$ cat src/rtl/dff_delay_line.sv
// Stallable WIDTH x DEPTH delay line with per-stage valid bits, flush, a selectable read tap and an occupancy count.
// All stages advance together on enable; q/q_valid come straight from the last stage register.
module dff_delay_line #(
    parameter int              WIDTH       = 7,
    parameter int              DEPTH       = 4,
    parameter logic [WIDTH-1:0] RESET_VALUE = '0,
    parameter int              TAP_W       = 4
) (
    input  logic                       clk,
    input  logic                       reset,
    input  logic                       enable,
    input  logic                       clear,
    input  logic [WIDTH-1:0]           d,
    input  logic                       d_valid,
    input  logic [TAP_W-1:0]           tap_sel,
    output logic [WIDTH-1:0]           q,
    output logic                       q_valid,
    output logic [WIDTH-1:0]           q_tap,
    output logic                       q_tap_valid,
    output logic                       tap_err,
    output logic [$clog2(DEPTH+1)-1:0] fill_count
);
    localparam int CW = $clog2(DEPTH+1);

    logic [DEPTH-1:0][WIDTH-1:0] r_data;
    logic [DEPTH-1:0]            r_vld;
    logic [CW-1:0]               r_fill;
    logic [DEPTH-1:0][WIDTH-1:0] w_din;
    logic [DEPTH-1:0]            w_vin;

    assign w_din[0] = d;
    assign w_vin[0] = d_valid;

    for (genvar i = 0; i < DEPTH; i++) begin : g_stage
        if (i > 0) begin : g_link
            assign w_din[i] = r_data[i-1];
            assign w_vin[i] = r_vld[i-1];
        end

        // clear only drops valid flags; data bits stay so the last word remains observable
        always_ff @(posedge clk) begin
            if (reset) begin
                r_data[i] <= RESET_VALUE;
                r_vld[i]  <= 1'b0;
            end else if (clear) begin
                r_vld[i]  <= 1'b0;
            end else if (enable) begin
                r_data[i] <= w_din[i];
                r_vld[i]  <= w_vin[i];
            end
        end
    end

    always_ff @(posedge clk) begin
        if (reset || clear)
            r_fill <= '0;
        else if (enable)
            r_fill <= r_fill + CW'(d_valid) - CW'(r_vld[DEPTH-1]);
    end

    assign q          = r_data[DEPTH-1];
    assign q_valid    = r_vld[DEPTH-1];
    assign fill_count = r_fill;

    // explicit compare loop keeps out-of-range taps (tap_sel >= DEPTH) from indexing past the array
    always_comb begin
        q_tap       = '0;
        q_tap_valid = 1'b0;
        tap_err     = 1'b1;
        for (int i = 0; i < DEPTH; i++) begin
            if (32'(tap_sel) == i) begin
                q_tap       = r_data[i];
                q_tap_valid = r_vld[i];
                tap_err     = 1'b0;
            end
        end
    end
endmodule

$ cat config.mk
export PLATFORM = sky130hd
export DESIGN_NAME = dff_delay_line
export DESIGN_NICKNAME = d
export VERILOG_FILES = /design/src/rtl/dff_delay_line.sv
export SDC_FILE = /design/constraint.sdc
export NUM_CORES = 1
export LEC_CHECK = 0
export CORE_ASPECT_RATIO = 0.6
export CORE_MARGIN = 5
export CORE_UTILIZATION = 38
export DETAILED_ROUTE_END_ITERATION = 7
export GPL_TIMING_DRIVEN = 0
export MAX_ROUTING_LAYER = met4
export PLACE_DENSITY = 0.74
export SYNTH_ARGS = -nofsm -noshare
export SYNTH_HDL_FRONTEND = slang
export SYNTH_SLANG_ARGS = --single-unit
$ cat constraint.sdc
create_clock -name clk -period 2.6 [get_ports clk]
set_clock_uncertainty 0.1 [all_clocks]
set_input_delay 0.78 -clock clk [delete_from_list [all_inputs] [get_ports clk]]
set_output_delay 0.78 -clock clk [all_outputs]
set_load 0.05 [all_outputs]
Yosys cells after proc, flatten, opt, wreduce, memory -nomap -nowiden
Cells that the tools add are included.
Storage, ports and cells
  register bits: 35
  input port bits: 16
  word-level logic and storage cells: 31
  output and inout bits: 20
Operators by class
  bitwise logic cells: 1
  equality and inequality tests: 3
  reductions and logical operators: 4
  add/sub/neg operators: 2
  multiplexer cells: 12
Operators with widths (count)
  7-bit 2-to-1 mux: 4
  4-bit by 2-bit equality test with 1-bit output (second input constant): 2
  1-bit 2-to-1 mux: 8
  4-bit by 1-bit equality test with 1-bit output (second input constant): 1
  4-bit logical NOT: 1
  3-bit by 1-bit adder with 3-bit output: 1
  3-bit by 1-bit subtractor with 3-bit output: 1
  2-bit AND reduction: 1
  2-bit OR reduction: 1
  1-bit logical OR: 1
  1-bit NOT: 1

Longest topological paths before layout
  word-level depth: 5
  gate-level depth with buffers: 8
  mapped depth without buffers: 8

Least setup slack after synthesis
OpenSTA, ideal clock, no wires.
  path kind: input-to-output
  from: in tap_sel[3]
  to: out q_tap[0]
  stages on the path: 3
  setup slack: -0.565 ns
  path buffers: 1
  arrival: 2.285 ns
  required time: 1.720 ns
  path through: or2_2 > clkbuf_1 > nor2b_1
Between the ends
  cells in the longest elaborated chain, start to end: 5
  elaborated cells on any way between the ends: 8
  classes of those cells: eq/ne: 3; mux: 4; reduce/logical: 1
RTL lines
  start: declaration: line 15  | input logic [TAP_W-1:0] tap_sel,
  4-bit logical NOT: line 71  | if (32'(tap_sel) == i) begin
  7-bit 2-to-1 mux (3 in series): line 71
  7-bit 2-to-1 mux *: line 71
  end: declaration: line 18  | output logic [WIDTH-1:0] q_tap,
Mark *: on every way between the ends. The rest lies on a longest branch, timed or not.

Worst setup path after layout
  from: in tap_sel[0]
  to: out q_tap_valid
Between the ends
  cells in the longest elaborated chain, start to end: 5
  elaborated cells on any way between the ends: 8
  classes of those cells: eq/ne: 3; mux: 4; reduce/logical: 1
RTL lines
  4-bit logical NOT: line 71
  1-bit 2-to-1 mux (3 in series): line 71
  1-bit 2-to-1 mux *: line 71
  end: declaration: line 19  | output logic q_tap_valid,
Marks and branches as above.

==> results.py <==
metrics = {
    "status": {
        "status": "finished, final reports clean",
    },
    "placement": {
        "hpwl_mm": 2.69,
        "place_congestion": 0.752,
        "dpl.cell_count": 276,
        "port_buffers": 32,
    },
    "global_route": {
        "busiest_layer": "met1",
        "overflow": 0,
        "met1_usage_pct": 22.0,
        "grt_pass1_wl_mm": 6.51,
        "met3_usage_pct": 4.40,
        "antenna_found_initial": 0,
        "grt_max_degree": 11,
        "grt_pass1_vias": 1332,
        "grt_usage_pct": 15.7,
        "met2_usage_pct": 21.6,
    },
    "logic_synthesis": {
        "synth-edff-count": 0,
        "synth-adder-area-share_pct": 2.70,
        "async_reset_ff_share_pct": 0,
        "ys_seq_elements": 35,
        "syn_inst": 184,
        "synth.mux.area_fraction_pct": 14.4,
        "syn-cell-area_um2": 1670,
        "synth_xor_area_share_pct": 0.525,
        "synth-simple-area-share_pct": 19.4,
        "synth_compound_area_share_pct": 10.1,
        "synth_common_cells": "56 x nand2_1, 35 x dfxtp_1, 25 x a21oi_1, 8 x mux4_2",
        "synthMostInstantiatedCell": "nand2_1",
        "ys_warn_count": 0,
        "yosysTopAreaCellShare_pct": 42.0,
        "ys_seq_area_share_pct": 42.0,
        "synth_area_leaders": "dfxtp_1 42%, nand2_1 13%, mux4_2 11%",
        "synth_largest_area_cell": "dfxtp_1",
        "avgSynthCellArea_um2": 9.06,
        "synth_cell_types": 25,
        "synth_top_family_by_area": "simple AND/OR/NAND/NOR gates",
        "syn_nets": 203,
        "dominantRegCellSynth": "dfxtp_1",
    },
    "routing": {
        "avgViaCountPerCell": 4.82,
        "dr.pass1.iters": 4,
        "drt_iter0_drc": 46,
        "antenna_left": 0,
        "routedWlPerCell_um": 14.2,
        "drc": 0,
        "wl_mm": 4.05,
        "vias": 1370,
    },
    "critical_path": {
        "path_cells": "buf_12 > mux4_2 > nor2b_4 > buf_6",
        "arrival_ns": 1.70,
        "required_ns": 1.72,
        "crit_buf_inv": 2,
        "cp-start-kind": "primary input",
        "endpoint_kind": "primary output",
        "slowest_stage": "mux4_2",
        "critPathMaxFanout": 8,
        "path_class": "in -> out",
        "slowest_delay_ns": 0.51,
        "crit_family": "multiplexers",
    },
    "power": {
        "vdd_drop_max_mv": 0.226,
        "p_seq_share_pct": 49.7,
        "power_switching_mw": 0.265,
        "power_frac_clock_pct": 39.1,
        "p_int_mw": 0.844,
        "power.share.combinational_pct": 11.2,
        "switching_share_pct": 23.9,
        "power.density_nw_per_um2": 495,
        "p_leak_nw": 0.805,
    },
    "layout": {
        "nets": 242,
        "regArea_um2": 701,
        "diodes": 0,
        "post-route-util_pct": 53.7,
        "multi_input_area_um2": 848,
        "fillers": 365,
        "area_delta_synth_final_pct": 34.2,
        "final_layout_size_suffix_gt1_share_pct": 25.4,
        "final_cells": 284,
    },
    "clock_tree": {
        "cts_made_buffers": 5,
        "cts_buffer_depth": 2,
        "cts_tree": "done",
        "cts_sinks": 35,
        "htree_levels": 2,
        "clkTransAtPathRegs_ns": 0.07,
        "worstSkewPairLatency_ns": 0.29,
        "cts_hold_buf": 0,
        "cts-root-buf": "clkbuf_8",
    },
    "sta": {
        "finalCriticalPeriod_ns": 2.58,
        "fmax_mhz": 387,
        "slew_headroom_pct": 65.6,
        "finalCritPeriodShare_pct": 99.4,
        "report.final.hold_viol_count": 0,
        "final_max_slew_viol_count": 0,
        "fin_hold_ws_ns": 0.371,
        "worst_pin_slew_ns": 0.515,
        "setup_viol": 0,
        "rsz0062_at_grt": "true",
    },
    "die": {
        "die-area_um2": 5860,
        "io_pins": 36,
        "start_util_pct": 40.0,
        "die_h_um": 61.3,
        "core_um2": 4170,
        "rows": 18,
        "die_w_um": 95.5,
    },
    "worst_hold_path": {
        "hp-class": "reg -> reg",
    },
    "flow_run": {
        "maxCapViolCount": 0,
    },
}
[final timing paths]
kind / startpoint / cells after the start / end / slack [ns]
max: tap_sel[0] / 4 / q_tap_valid / 0.02
min: r_data[1]$_SDFFE_PP0P_ / 2 / r_data[1]$_SDFFE_PP0P_ / 0.37
max reg2reg: fill_count[0]$_SDFFE_PP0P_ / 8 / fill_count[2]$_SDFFE_PP0P_ / 0.61
min reg2reg: r_data[1]$_SDFFE_PP0P_ / 2 / r_data[1]$_SDFFE_PP0P_ / 0.37
[power by group through the flow]
stage               Sequential, mW  Combinational, mW  Clock (mW)
floorplan                    0.564             0.0777           0
CTS                          0.551              0.125       0.440
detailed placement           0.563              0.121           0
finish                       0.551              0.124       0.433
global route                 0.552              0.133       0.463
global placement             0.563              0.120           0
[metrics by stage]
stage	setup WS, ns	area (µm²)	power [mW]	setup TNS [ns]
final	0.0155	2240	1.11	0
after global placement	-0.957	2120	0.683	-8.35
after global routing	-0.00716	2240	1.15	-0.0153
after floorplan	0.0170	1720	0.642	0
after detailed placement	-0.957	2120	0.684	-8.35
after CTS	-0.00249	2240	1.12	-0.00249
[worst min-delay path, stage by stage, from the launching register on]
cell and delay [ns]:
dfxtp_1 0.32, nand2_1 0.05, a21oi_1 0.05
[kinds of logic after synthesis]
logic type      after synthesis
fa+ha+maj                     3
simple gates                 75
mux                          14
xor+xnor                      1
flops                        35
buf+inv                      26
compound gates               30
[flip-flops by register name, indices dropped and copies added (netlist names)]
name / cells
q_valid: 1
q: 7
r_data: 21
r_vld: 3
fill_count: 3
[what timing repair did]
item	CTS	global route
pin swaps	1	0
setup buffers	0	0
endpoints found under the hold margin	0	0
resized for setup	68	0
setup endpoints to repair	9	4
cloned	1	0
[cell type report]
cell class,instances,area share (%)
buffer,20,7.55
clock buffer,8,4.47
inverter,5,0.838
multi-input combinational,124,37.9
sequential,35,31.3
tap,60,3.35
timing repair buffer,32,14.6
[cells in the final DEF, fill, tap and decap left out, drive strengths merged]
cell type,n
or2,3
nand2b,1
and2b,1
fa,1
clkdlybuf4s50,21
dfxtp,35
nand2,56
nor2,7
mux4,8
a31o,1
clkbuf,11
xnor2,1
ha,2
inv,5
a211oi,1
a21oi,28
dlygate4sd2,2
buf,26
nor2b,8
mux2i,6
[metal layers]
layer / vias to the layer above / share of wire, %
li1: 680 / -
met1: 643 / 51
met2: 42 / 41
met3: 5 / 7.0
met4: 0 / 0.77
met5: - / 0
Note: power is estimated with default switching activity, not from simulation.
